## src/rtl/saper_pkg.sv

```systemverilog
// -----------------------------------------------------------------------------
// saper_pkg
// Shared definitions for the minesweeper board logic: level codes, board side
// constants, board size helpers and the status scanner FSM state encoding.
// No ports (package).
// -----------------------------------------------------------------------------
package saper_pkg;

    // Level codes as driven on the 2-bit `level` bus.
    typedef enum logic [1:0] {
        NONE   = 2'b00,
        EASY   = 2'b01,
        MEDIUM = 2'b10,
        HARD   = 2'b11
    } level_t;

    // Board side lengths, sized to the 5-bit coordinate buses.
    localparam logic [4:0] SIDE_EASY   = 5'd8;
    localparam logic [4:0] SIDE_MEDIUM = 5'd10;
    localparam logic [4:0] SIDE_HARD   = 5'd16;

    localparam int COORD_W = 5;
    localparam int CNT_W   = 9;

    // Status scanner FSM states.
    typedef enum logic [1:0] {
        S_IDLE = 2'b00,
        S_SCAN = 2'b01,
        S_DONE = 2'b10
    } scan_state_t;

    // Side length of the board for a level; 0 when no game is selected.
    function automatic logic [4:0] board_side(input level_t lv);
        case (lv)
            EASY:    return SIDE_EASY;
            MEDIUM:  return SIDE_MEDIUM;
            HARD:    return SIDE_HARD;
            default: return 5'd0;
        endcase
    endfunction

    // Number of fields on the board (side squared); 256 needs all 9 bits.
    function automatic logic [CNT_W-1:0] board_area(input level_t lv);
        case (lv)
            EASY:    return 9'd64;
            MEDIUM:  return 9'd100;
            HARD:    return 9'd256;
            default: return 9'd0;
        endcase
    endfunction

endpackage

```

## src/rtl/board_field_select.sv

```systemverilog
// -----------------------------------------------------------------------------
// board_field_select
// Combinational field lookup: returns the mine and defused bits of field
// [y][x] from the arrays that belong to the given level. Coordinates outside
// the board (or level NONE) return 0 for both bits.
//
// Ports:
//   level               in  level_t   board whose arrays are addressed
//   x, y                in  5         0-based field coordinates
//   mine_arr_*          in  packed    mine maps, index [y][x], 1 = mine
//   defuse_arr_*        in  packed    defuse maps, index [y][x], 1 = defused
//   mine, defused       out 1         selected field bits
// -----------------------------------------------------------------------------
module board_field_select
    import saper_pkg::*;
(
    input  level_t             level,
    input  logic [4:0]         x,
    input  logic [4:0]         y,
    input  logic [7:0][7:0]    mine_arr_easy,
    input  logic [9:0][9:0]    mine_arr_medium,
    input  logic [15:0][15:0]  mine_arr_hard,
    input  logic [7:0][7:0]    defuse_arr_easy,
    input  logic [9:0][9:0]    defuse_arr_medium,
    input  logic [15:0][15:0]  defuse_arr_hard,
    output logic               mine,
    output logic               defused
);

    always_comb begin
        mine    = 1'b0;
        defused = 1'b0;
        case (level)
            EASY: begin
                if (x < SIDE_EASY && y < SIDE_EASY) begin
                    mine    = mine_arr_easy[y[2:0]][x[2:0]];
                    defused = defuse_arr_easy[y[2:0]][x[2:0]];
                end
            end
            MEDIUM: begin
                if (x < SIDE_MEDIUM && y < SIDE_MEDIUM) begin
                    mine    = mine_arr_medium[y[3:0]][x[3:0]];
                    defused = defuse_arr_medium[y[3:0]][x[3:0]];
                end
            end
            HARD: begin
                if (x < SIDE_HARD && y < SIDE_HARD) begin
                    mine    = mine_arr_hard[y[3:0]][x[3:0]];
                    defused = defuse_arr_hard[y[3:0]][x[3:0]];
                end
            end
            default: begin
                mine    = 1'b0;
                defused = 1'b0;
            end
        endcase
    end

endmodule

```

## src/rtl/board_status_scanner.sv

```systemverilog
// -----------------------------------------------------------------------------
// board_status_scanner
// Walks every field of the selected board once (raster order, one field per
// clock), streams each field out on registered fld_* outputs and reduces the
// board to defused/mine counts plus mine_hit and win flags.
//
// Ports:
//   clk, rst            in  1     clock, asynchronous active-high reset
//   level               in  2     board select, latched when a start is taken
//   start               in  1     scan request
//   mine_arr_*          in  pk    mine maps [y][x], read live during the scan
//   defuse_arr_*        in  pk    defuse maps [y][x], read live during scan
//   busy                out 1     scan in progress
//   done                out 1     one-cycle pulse, results valid from here
//   fld_valid           out 1     qualifies fld_x/fld_y/fld_defused/fld_mine
//   fld_x, fld_y        out 5     coordinates of the streamed field
//   fld_defused,fld_mine out 1    bits of the streamed field
//   defused_cnt         out 9     defused fields without a mine
//   mine_cnt            out 9     mines on the board
//   mine_hit            out 1     some field is both defused and mined
//   win                 out 1     all non-mine fields defused, no hit
//
// Handshake: start is a request with no acknowledge other than busy. It is
// taken only while the FSM is IDLE (busy low, or the done cycle); a start
// seen while busy is dropped, never queued. done is a single-cycle pulse and
// the result outputs hold until the next done.
// -----------------------------------------------------------------------------
module board_status_scanner
    import saper_pkg::*;
(
    input  logic               clk,
    input  logic               rst,
    input  logic [1:0]         level,
    input  logic               start,
    input  logic [7:0][7:0]    mine_arr_easy,
    input  logic [9:0][9:0]    mine_arr_medium,
    input  logic [15:0][15:0]  mine_arr_hard,
    input  logic [7:0][7:0]    defuse_arr_easy,
    input  logic [9:0][9:0]    defuse_arr_medium,
    input  logic [15:0][15:0]  defuse_arr_hard,
    output logic               busy,
    output logic               done,
    output logic               fld_valid,
    output logic [4:0]         fld_x,
    output logic [4:0]         fld_y,
    output logic               fld_defused,
    output logic               fld_mine,
    output logic [8:0]         defused_cnt,
    output logic [8:0]         mine_cnt,
    output logic               mine_hit,
    output logic               win
);

    // FSM state is kept in a single named register so checkers can bind to it.
    scan_state_t       state;
    scan_state_t       state_next;

    level_t            level_q;
    logic [4:0]        x;
    logic [4:0]        y;
    logic [CNT_W-1:0]  acc_def;
    logic [CNT_W-1:0]  acc_mine;
    logic              acc_hit;

    logic              sel_mine;
    logic              sel_defused;
    logic [4:0]        side_m1;
    logic              last_field;

    board_field_select u_sel (
        .level             (level_q),
        .x                 (x),
        .y                 (y),
        .mine_arr_easy     (mine_arr_easy),
        .mine_arr_medium   (mine_arr_medium),
        .mine_arr_hard     (mine_arr_hard),
        .defuse_arr_easy   (defuse_arr_easy),
        .defuse_arr_medium (defuse_arr_medium),
        .defuse_arr_hard   (defuse_arr_hard),
        .mine              (sel_mine),
        .defused           (sel_defused)
    );

    // side-1 of the latched board; only used in SCAN, where side is nonzero.
    assign side_m1    = board_side(level_q) - 5'd1;
    assign last_field = (x == side_m1) && (y == side_m1);

    // State register.
    always_ff @(posedge clk or posedge rst) begin
        if (rst) begin
            state <= S_IDLE;
        end else begin
            state <= state_next;
        end
    end

    // Next-state logic. A NONE level has no fields, so it skips SCAN.
    always_comb begin
        state_next = state;
        case (state)
            S_IDLE: begin
                if (start) begin
                    state_next = (level_t'(level) == NONE) ? S_DONE : S_SCAN;
                end
            end
            S_SCAN: begin
                if (last_field) begin
                    state_next = S_DONE;
                end
            end
            S_DONE:  state_next = S_IDLE;
            default: state_next = S_IDLE;
        endcase
    end

    // Datapath: coordinates, accumulators and all registered outputs.
    always_ff @(posedge clk or posedge rst) begin
        if (rst) begin
            level_q     <= NONE;
            x           <= 5'd0;
            y           <= 5'd0;
            acc_def     <= '0;
            acc_mine    <= '0;
            acc_hit     <= 1'b0;
            busy        <= 1'b0;
            done        <= 1'b0;
            fld_valid   <= 1'b0;
            fld_x       <= 5'd0;
            fld_y       <= 5'd0;
            fld_defused <= 1'b0;
            fld_mine    <= 1'b0;
            defused_cnt <= '0;
            mine_cnt    <= '0;
            mine_hit    <= 1'b0;
            win         <= 1'b0;
        end else begin
            done <= 1'b0;
            case (state)
                S_IDLE: begin
                    fld_valid <= 1'b0;
                    if (start) begin
                        level_q  <= level_t'(level);
                        x        <= 5'd0;
                        y        <= 5'd0;
                        acc_def  <= '0;
                        acc_mine <= '0;
                        acc_hit  <= 1'b0;
                        busy     <= 1'b1;
                    end
                end
                S_SCAN: begin
                    fld_valid   <= 1'b1;
                    fld_x       <= x;
                    fld_y       <= y;
                    fld_defused <= sel_defused;
                    fld_mine    <= sel_mine;
                    if (sel_mine) begin
                        acc_mine <= acc_mine + 9'd1;
                    end
                    if (sel_defused && !sel_mine) begin
                        acc_def <= acc_def + 9'd1;
                    end
                    if (sel_defused && sel_mine) begin
                        acc_hit <= 1'b1;
                    end
                    // Coordinates stop on the last field so they never leave
                    // the board.
                    if (!last_field) begin
                        if (x == side_m1) begin
                            x <= 5'd0;
                            y <= y + 5'd1;
                        end else begin
                            x <= x + 5'd1;
                        end
                    end
                end
                S_DONE: begin
                    fld_valid   <= 1'b0;
                    busy        <= 1'b0;
                    done        <= 1'b1;
                    defused_cnt <= acc_def;
                    mine_cnt    <= acc_mine;
                    mine_hit    <= acc_hit;
                    // A board with no mines is never a win.
                    win         <= !acc_hit && (acc_mine != '0) &&
                                   (acc_def == (board_area(level_q) - acc_mine));
                end
                default: begin
                    fld_valid <= 1'b0;
                end
            endcase
        end
    end

endmodule

```

## config.mk

```make
export PLATFORM = sky130hd
export DESIGN_NAME = board_status_scanner
export DESIGN_NICKNAME = d
export VERILOG_FILES = /design/src/rtl/saper_pkg.sv /design/src/rtl/board_field_select.sv /design/src/rtl/board_status_scanner.sv
export SDC_FILE = /design/constraint.sdc
export NUM_CORES = 1
export LEC_CHECK = 0
export CORE_AREA = 2 2 339 341
export CTS_BUF_LIST = sky130_fd_sc_hd__clkbuf_16
export CTS_CLUSTER_DIAMETER = 80
export DETAILED_ROUTE_END_ITERATION = 6
export DIE_AREA = 0 0 341 343
export GPL_TIMING_DRIVEN = 0
export PLACE_DENSITY = 0.33
export SLEW_MARGIN = 20
export SYNTH_ARGS = -nofsm -noshare
export SYNTH_HDL_FRONTEND = slang
export SYNTH_SLANG_ARGS = --single-unit
```

## constraint.sdc

```tcl
create_clock -name clk -period 10.1 [get_ports clk]
set_input_delay 2.02 -clock clk [delete_from_list [all_inputs] [get_ports clk]]
set_output_delay 2.02 -clock clk [all_outputs]
set_load 0.02 [all_outputs]
```

==> impl_metrics.env, run 1 <==
export IMPL_run_status="complete, no violations"
export IMPL_hold_buffers=0
export IMPL_crit_slowest_cell="clkbuf_1"
export IMPL_coreArea_um2=113000
export IMPL_power_per_cell_area_nw_per_um2=185
export IMPL_vias=14100
export IMPL_drive_above_1_share=0.149
export IMPL_cap_violations=0
export IMPL_rsz0062_at_grt="false"
export IMPL_synth_warnings=0
export IMPL_cp_required_ns=10.33
export IMPL_grt_pass1_vias=15500
export IMPL_start_kind="register"
export IMPL_layout_commonest_cell="clkdlybuf4s50_1"
export IMPL_ys_async_sr_fraction=1.00
export IMPL_final_nets=2784
export IMPL_syn_num_nets=1889
export IMPL_cts_setup_buffers=0
export IMPL_crit_type="register to register"
export IMPL_cp_num_buf_inv=4
export IMPL_htreeDepth=3
export IMPL_multi_input_area_um2=8290
export IMPL_place_inst=3427
export IMPL_syn_area_um2=10700
export IMPL_cts_root_buf="clkbuf_16"
export IMPL_wl_um=127000
export IMPL_critPathCaptureType="register"
export IMPL_clock_sinks=68
export IMPL_min_period_ns=5.91
export IMPL_cts_path_max_buffers=2
export IMPL_layout_setup_ws_ns=4.19
export IMPL_drt_wirelength_per_cell_um=36.9
export IMPL_grt_usage=0.209
export IMPL_vias_per_cell=4.07
export IMPL_fmax_mhz=169
export IMPL_path_common_cell="buf_2"
export IMPL_slew_violations=0
export IMPL_cpLargestDelayFamily="buffers and inverters"
export IMPL_synth_edf_count=0
export IMPL_die_area_um2=117000
export IMPL_place_ws_ns=3.91
export IMPL_crit_arrival_ns=6.14
export IMPL_start_util=0.0940
export IMPL_syn_inst=1031
export IMPL_final_hold_viol_count=0
export IMPL_post_cts_resized=0
export IMPL_rows=124
export IMPL_regArea_um2=1700
export IMPL_hpwl_um=110000
export IMPL_fin_crit_sh=0.585
export IMPL_gp_congestion=0.854
export IMPL_crit_chain="buf_1 > buf_2 > buf_2 > clkbuf_1 > o22ai_1 > o211ai_1 > o41ai_1 > nand2b_1 > a2111oi_2 > nor2_1 > a221o_1"
export IMPL_relSlewSlack=0.207
export IMPL_grt_max_degree=38
export IMPL_die_w_um=341
export IMPL_final_setup_viol_count=0
export IMPL_clkTransAtPathRegs_ns=0.07
export IMPL_port_buffers=879
export IMPL_cts_tree="built"
export IMPL_clkLatencyLatePin_ns=0.35
export IMPL_ys_flop_type="dfrtp_1"
export IMPL_cpPeakStageDelay_ns=0.87
export IMPL_grt_pass1_wl_um=160000
export IMPL_io_pins=880
export IMPL_final_cells=3450
export IMPL_synth_area_per_cell_um2=10.3
export IMPL_die_y_um=343
export IMPL_synth_seq_cells=68
export IMPL_dr_pass1_iters=5
export IMPL_worstMarginPinSlew_ns=1.19
export IMPL_ys_types=71
export IMPL_final_cell_mix="879 x clkdlybuf4s50_1, 144 x mux4_2, 133 x mux2i_1"
export IMPL_leakagePower_nw=7.54
export IMPL_antenna_left=0
export IMPL_drt_iter0_drc=893
export IMPL_setup_tns_ns=0
export IMPL_cts_made_buffers=9
export IMPL_seq_area_frac_synth=0.160
export IMPL_syn_to_final_growth_pct=104
export IMPL_grt_overflow_total=0
export IMPL_critPathMaxFanout=10
export IMPL_hp_class="register to register"
export IMPL_fin_skew_ns=0.0166
export IMPL_num_fill_cells=12500
export IMPL_drc=0
export IMPL_antenna_found_initial=50
export IMPL_ir_drop_uv=60.4
Yosys cell counts (15+ instances only):
| cell type | count | area, um^2 |
|---|---|---|
| mux4_2 | 144 | 3240 |
| buf_4 | 16 | 120 |
| clkbuf_1 | 29 | 109 |
| a21oi_1 | 29 | 145 |
| nor3_1 | 17 | 85.1 |
| buf_6 | 15 | 169 |
| buf_2 | 24 | 120 |
| o22ai_1 | 30 | 188 |
| o21ai_0 | 44 | 220 |
| nand2_1 | 87 | 327 |
| nor2_1 | 45 | 169 |
| a22oi_1 | 22 | 165 |
| dfrtp_1 | 68 | 1700 |
| mux2i_1 | 133 | 1330 |
| nand3_1 | 31 | 155 |
| inv_1 | 15 | 56.3 |
| mux2_2 | 35 | 394 |
worst min-delay path, stage by stage (launching register included):
cell	delay, ns
dfrtp_1	0.34
nand2_1	0.05
o21ai_0	0.06
per-layer routing:
layer | GRT usage | vias up | part of all wire
met5 | 0 | - | 0.00090
li1 | - | 6009 | -
met4 | 0.0240 | 18 | 0.013
met1 | 0.271 | 7229 | 0.44
met3 | 0.0367 | 93 | 0.054
met2 | 0.370 | 704 | 0.49
area by class of cell:
type,count,area share
diodes,7,0.000804
plain buffers,100,0.0289
clock buffers,9,0.0103
clock inverters,7,0.00350
inverters,19,0.00339
multi-input cells,844,0.380
flip-flops and latches,68,0.0781
well taps,1512,0.0868
repair buffers,884,0.408
state kept, by name, summed over array words and instances, names as in the netlist:
name and flops:
y 5, busy 1, state 2, acc_mine 9, fld_mine 1, x 5, fld_x 5, mine_cnt 9
done 1, acc_hit 1, defused_cnt 9, fld_defused 1, fld_valid 1, win 1, fld_y 5, mine_hit 1
level_q 2, acc_def 9
per-stage QoR:
step | hold WS [ns] | total power, mW | instance area [um^2] | util
after global placement | 0.467 | 3.76 | 21400 | 0.188
after floorplan | 0.474 | 2.02 | 10700 | -
after global routing | 0.513 | 4.25 | 21800 | 0.192
after detailed placement | 0.474 | 3.77 | 21500 | 0.189
final | 0.482 | 4.03 | 21800 | 0.192
after CTS | 0.487 | 4.13 | 21800 | 0.192
worst paths after layout:
check                                 start  depth (start not counted)           to  slack [ns]
max in group asynchronous               rst                          3  acc_mine[1]        7.44
worst max-delay path                   y[3]                         11   acc_def[3]        4.19
worst min register to register  mine_cnt[2]                          2  mine_cnt[2]        0.48
min in group asynchronous               rst                          2     fld_y[0]        2.06
worst min-delay path            mine_cnt[2]                          2  mine_cnt[2]        0.48
worst max register to register         y[3]                         11   acc_def[3]        4.19
kinds of logic after synthesis:
group                    after synthesis  share of synthesized area
buffers and inverters                119                     0.0641
AO/OA/AOI/OAI                        239                      0.159
flip-flops                            68                      0.160
multiplexers                         312                      0.466
XOR/XNOR                              26                     0.0214
adder cells (fa/ha/maj)               13                     0.0153
AND/OR/NAND/NOR                      254                      0.115
power breakdown:
| group | switching, mW | internal, mW | total [mW] |
|---|---|---|---|
| Clock | 0.143 | 0.193 | 0.337 |
| Sequential | 0.0619 | 0.335 | 0.397 |
| Combinational | 1.97 | 1.32 | 3.30 |
| Total | 2.18 | 1.85 | 4.03 |
Power figures use the tool's default switching activity.
==> run 2, diff against run 1 <==
CORE_AREA = 2 2 338 340   (was 2 2 339 341)
DIE_AREA = 0 0 340 342   (was 0 0 341 343)
PLACE_DENSITY = 0.34   (was 0.33)
clock period = 5.3 ns   (was 10.1 ns; I/O delays follow)
==> run 2 against run 1 <==
Hold slack got worse by 0.0032 ns. Sequential share of layout area about the same. Utilization increased by 0.079 points. Critical path type unchanged. Critical endpoint is now acc_mine[7]. Highest routed layer unchanged.
==> impl_metrics.env, run 2 (same netlist as run 1, synthesis figures left out) <==
export IMPL_fmax_mhz=191
export IMPL_relSlewSlack=0.239
export IMPL_die_area_um2=116000
export IMPL_final_setup_viol_count=0
export IMPL_io_pins=880
export IMPL_worstMarginPinSlew_ns=1.14
export IMPL_path_common_cell="nor4_1"
export IMPL_antenna_left=0
export IMPL_die_w_um=340
export IMPL_die_y_um=342
export IMPL_cts_root_buf="clkbuf_16"
export IMPL_cts_path_max_buffers=2
export IMPL_clkTransAtPathRegs_ns=0.07
export IMPL_cap_violations=0
export IMPL_num_fill_cells=12500
export IMPL_holdWs_ns=0.479
export IMPL_vias=14300
export IMPL_grt_overflow_total=0
export IMPL_grt_pass1_vias=15400
export IMPL_slew_violations=0
export IMPL_place_inst=3427
export IMPL_drt_wirelength_per_cell_um=37.1
export IMPL_critPathMaxFanout=10
export IMPL_layout_setup_ws_ns=0.0695
export IMPL_rows=124
export IMPL_cp_required_ns=5.55
export IMPL_final_cells=3449
export IMPL_antenna_found_initial=67
export IMPL_ir_drop_uv=132
export IMPL_critPathCaptureType="register"
export IMPL_power_mw=7.70
export IMPL_wl_um=128000
export IMPL_cts_tree="built"
export IMPL_htreeDepth=3
export IMPL_grt_max_degree=39
export IMPL_place_ws_ns=-0.660
export IMPL_cpPeakStageDelay_ns=0.66
export IMPL_wl_met1_um=54300
export IMPL_syn_to_final_growth_pct=105
export IMPL_run_status="complete, no violations"
export IMPL_multi_input_area_um2=8320
export IMPL_drc=0
export IMPL_fin_skew_ns=0.0130
export IMPL_hp_class="register to register"
export IMPL_grt_usage=0.211
export IMPL_regArea_um2=1700
export IMPL_final_hold_viol_count=0
export IMPL_crit_type="register to register"
export IMPL_final_nets=2784
export IMPL_hold_buffers=0
export IMPL_power_per_cell_area_nw_per_um2=353
export IMPL_routed_top_layer="met5"
export IMPL_clock_sinks=68
export IMPL_gp_congestion=0.867
export IMPL_leakagePower_nw=7.53
export IMPL_rsz0062_at_grt="false"
export IMPL_clkLatencyLatePin_ns=0.35
export IMPL_start_kind="register"
export IMPL_final_cell_mix="879 x clkdlybuf4s50_1, 144 x mux4_2, 133 x mux2i_1"
export IMPL_dr_wl_met3_um=8710
export IMPL_dr_pass1_iters=5
export IMPL_port_buffers=879
export IMPL_fin_crit_sh=0.987
export IMPL_setup_tns_ns=0
export IMPL_crit_chain="clkbuf_1 > nand3b_1 > o22ai_2 > nor4_1 > nor4_1 > o22ai_1 > a221oi_2 > o31ai_1 > or4_1 > a21oi_1"
export IMPL_drive_above_1_share=0.153
export IMPL_start_util=0.0943
export IMPL_crit_arrival_ns=5.48
export IMPL_cts_made_buffers=9
export IMPL_vias_per_cell=4.14
export IMPL_crit_slowest_cell="nand3b_1"
export IMPL_coreArea_um2=113000
export IMPL_wl_met2_um=61600
export IMPL_hpwl_um=110000
export IMPL_min_period_ns=5.23
export IMPL_layout_commonest_cell="clkdlybuf4s50_1"
export IMPL_drt_iter0_drc=974
export IMPL_grt_pass1_wl_um=161000
-- run 2: metal layers --
metal | up-vias | GRT usage
li1 | 5998 | -
met4 | 36 | 0.0423
met1 | 7304 | 0.271
met5 | - | 0
met2 | 803 | 0.362
met3 | 142 | 0.0445
-- run 2: power breakdown --
group	total [mW]	internal, mW	switching (mW)
combinational	6.35	2.53	3.81
sequential	0.762	0.638	0.125
clock	0.590	0.315	0.275
total	7.70	3.49	4.21
-- run 2: area by class of cell --
cell class                      instances  area share
Antenna cell                            6    0.000688
Clock buffer                            9      0.0103
Buffer                                 98      0.0297
Clock inverter                          7     0.00195
Timing Repair Buffer                  886       0.408
Multi-Input combinational cell        844       0.381
Tap cell                             1512      0.0867
Sequential cell                        68      0.0780
Inverter                               19     0.00344
-- run 2: final timing paths --
path	startpoint	to	slack, ns	cells past startpoint
max reg2reg	y[3]	acc_mine[7]	0.07	10
max in group asynchronous	rst	acc_mine[5]	3.61	3
min	mine_cnt[6]	mine_cnt[6]	0.48	2
min reg2reg	mine_cnt[6]	mine_cnt[6]	0.48	2
min in group asynchronous	rst	fld_y[0]	1.09	2
max	y[3]	acc_mine[7]	0.07	10
-- run 2: worst max-delay path, delay by kind of cell, from the launching register on --
family                 cells  cell delay (ns)
AOI/OAI and AO/OA          5             2.01
DFF                        1             0.58
buffers and inverters      1             0.63
and+or+nand+nor            4             1.89
-- run 2: repair_timing --
action | CTS | global route
gates cloned | 0 | 0
pin swaps | 0 | 2
setup buffers | 0 | 2
endpoints found under the setup margin | 20 | 11
gates resized for setup | 14 | 6
-- run 2: metrics by stage --
stage	util	area, um^2
after floorplan	-	10700
after global placement	0.189	21400
after detailed placement	0.190	21500
after CTS	0.193	21800
after global routing	0.193	21800
final	0.193	21800
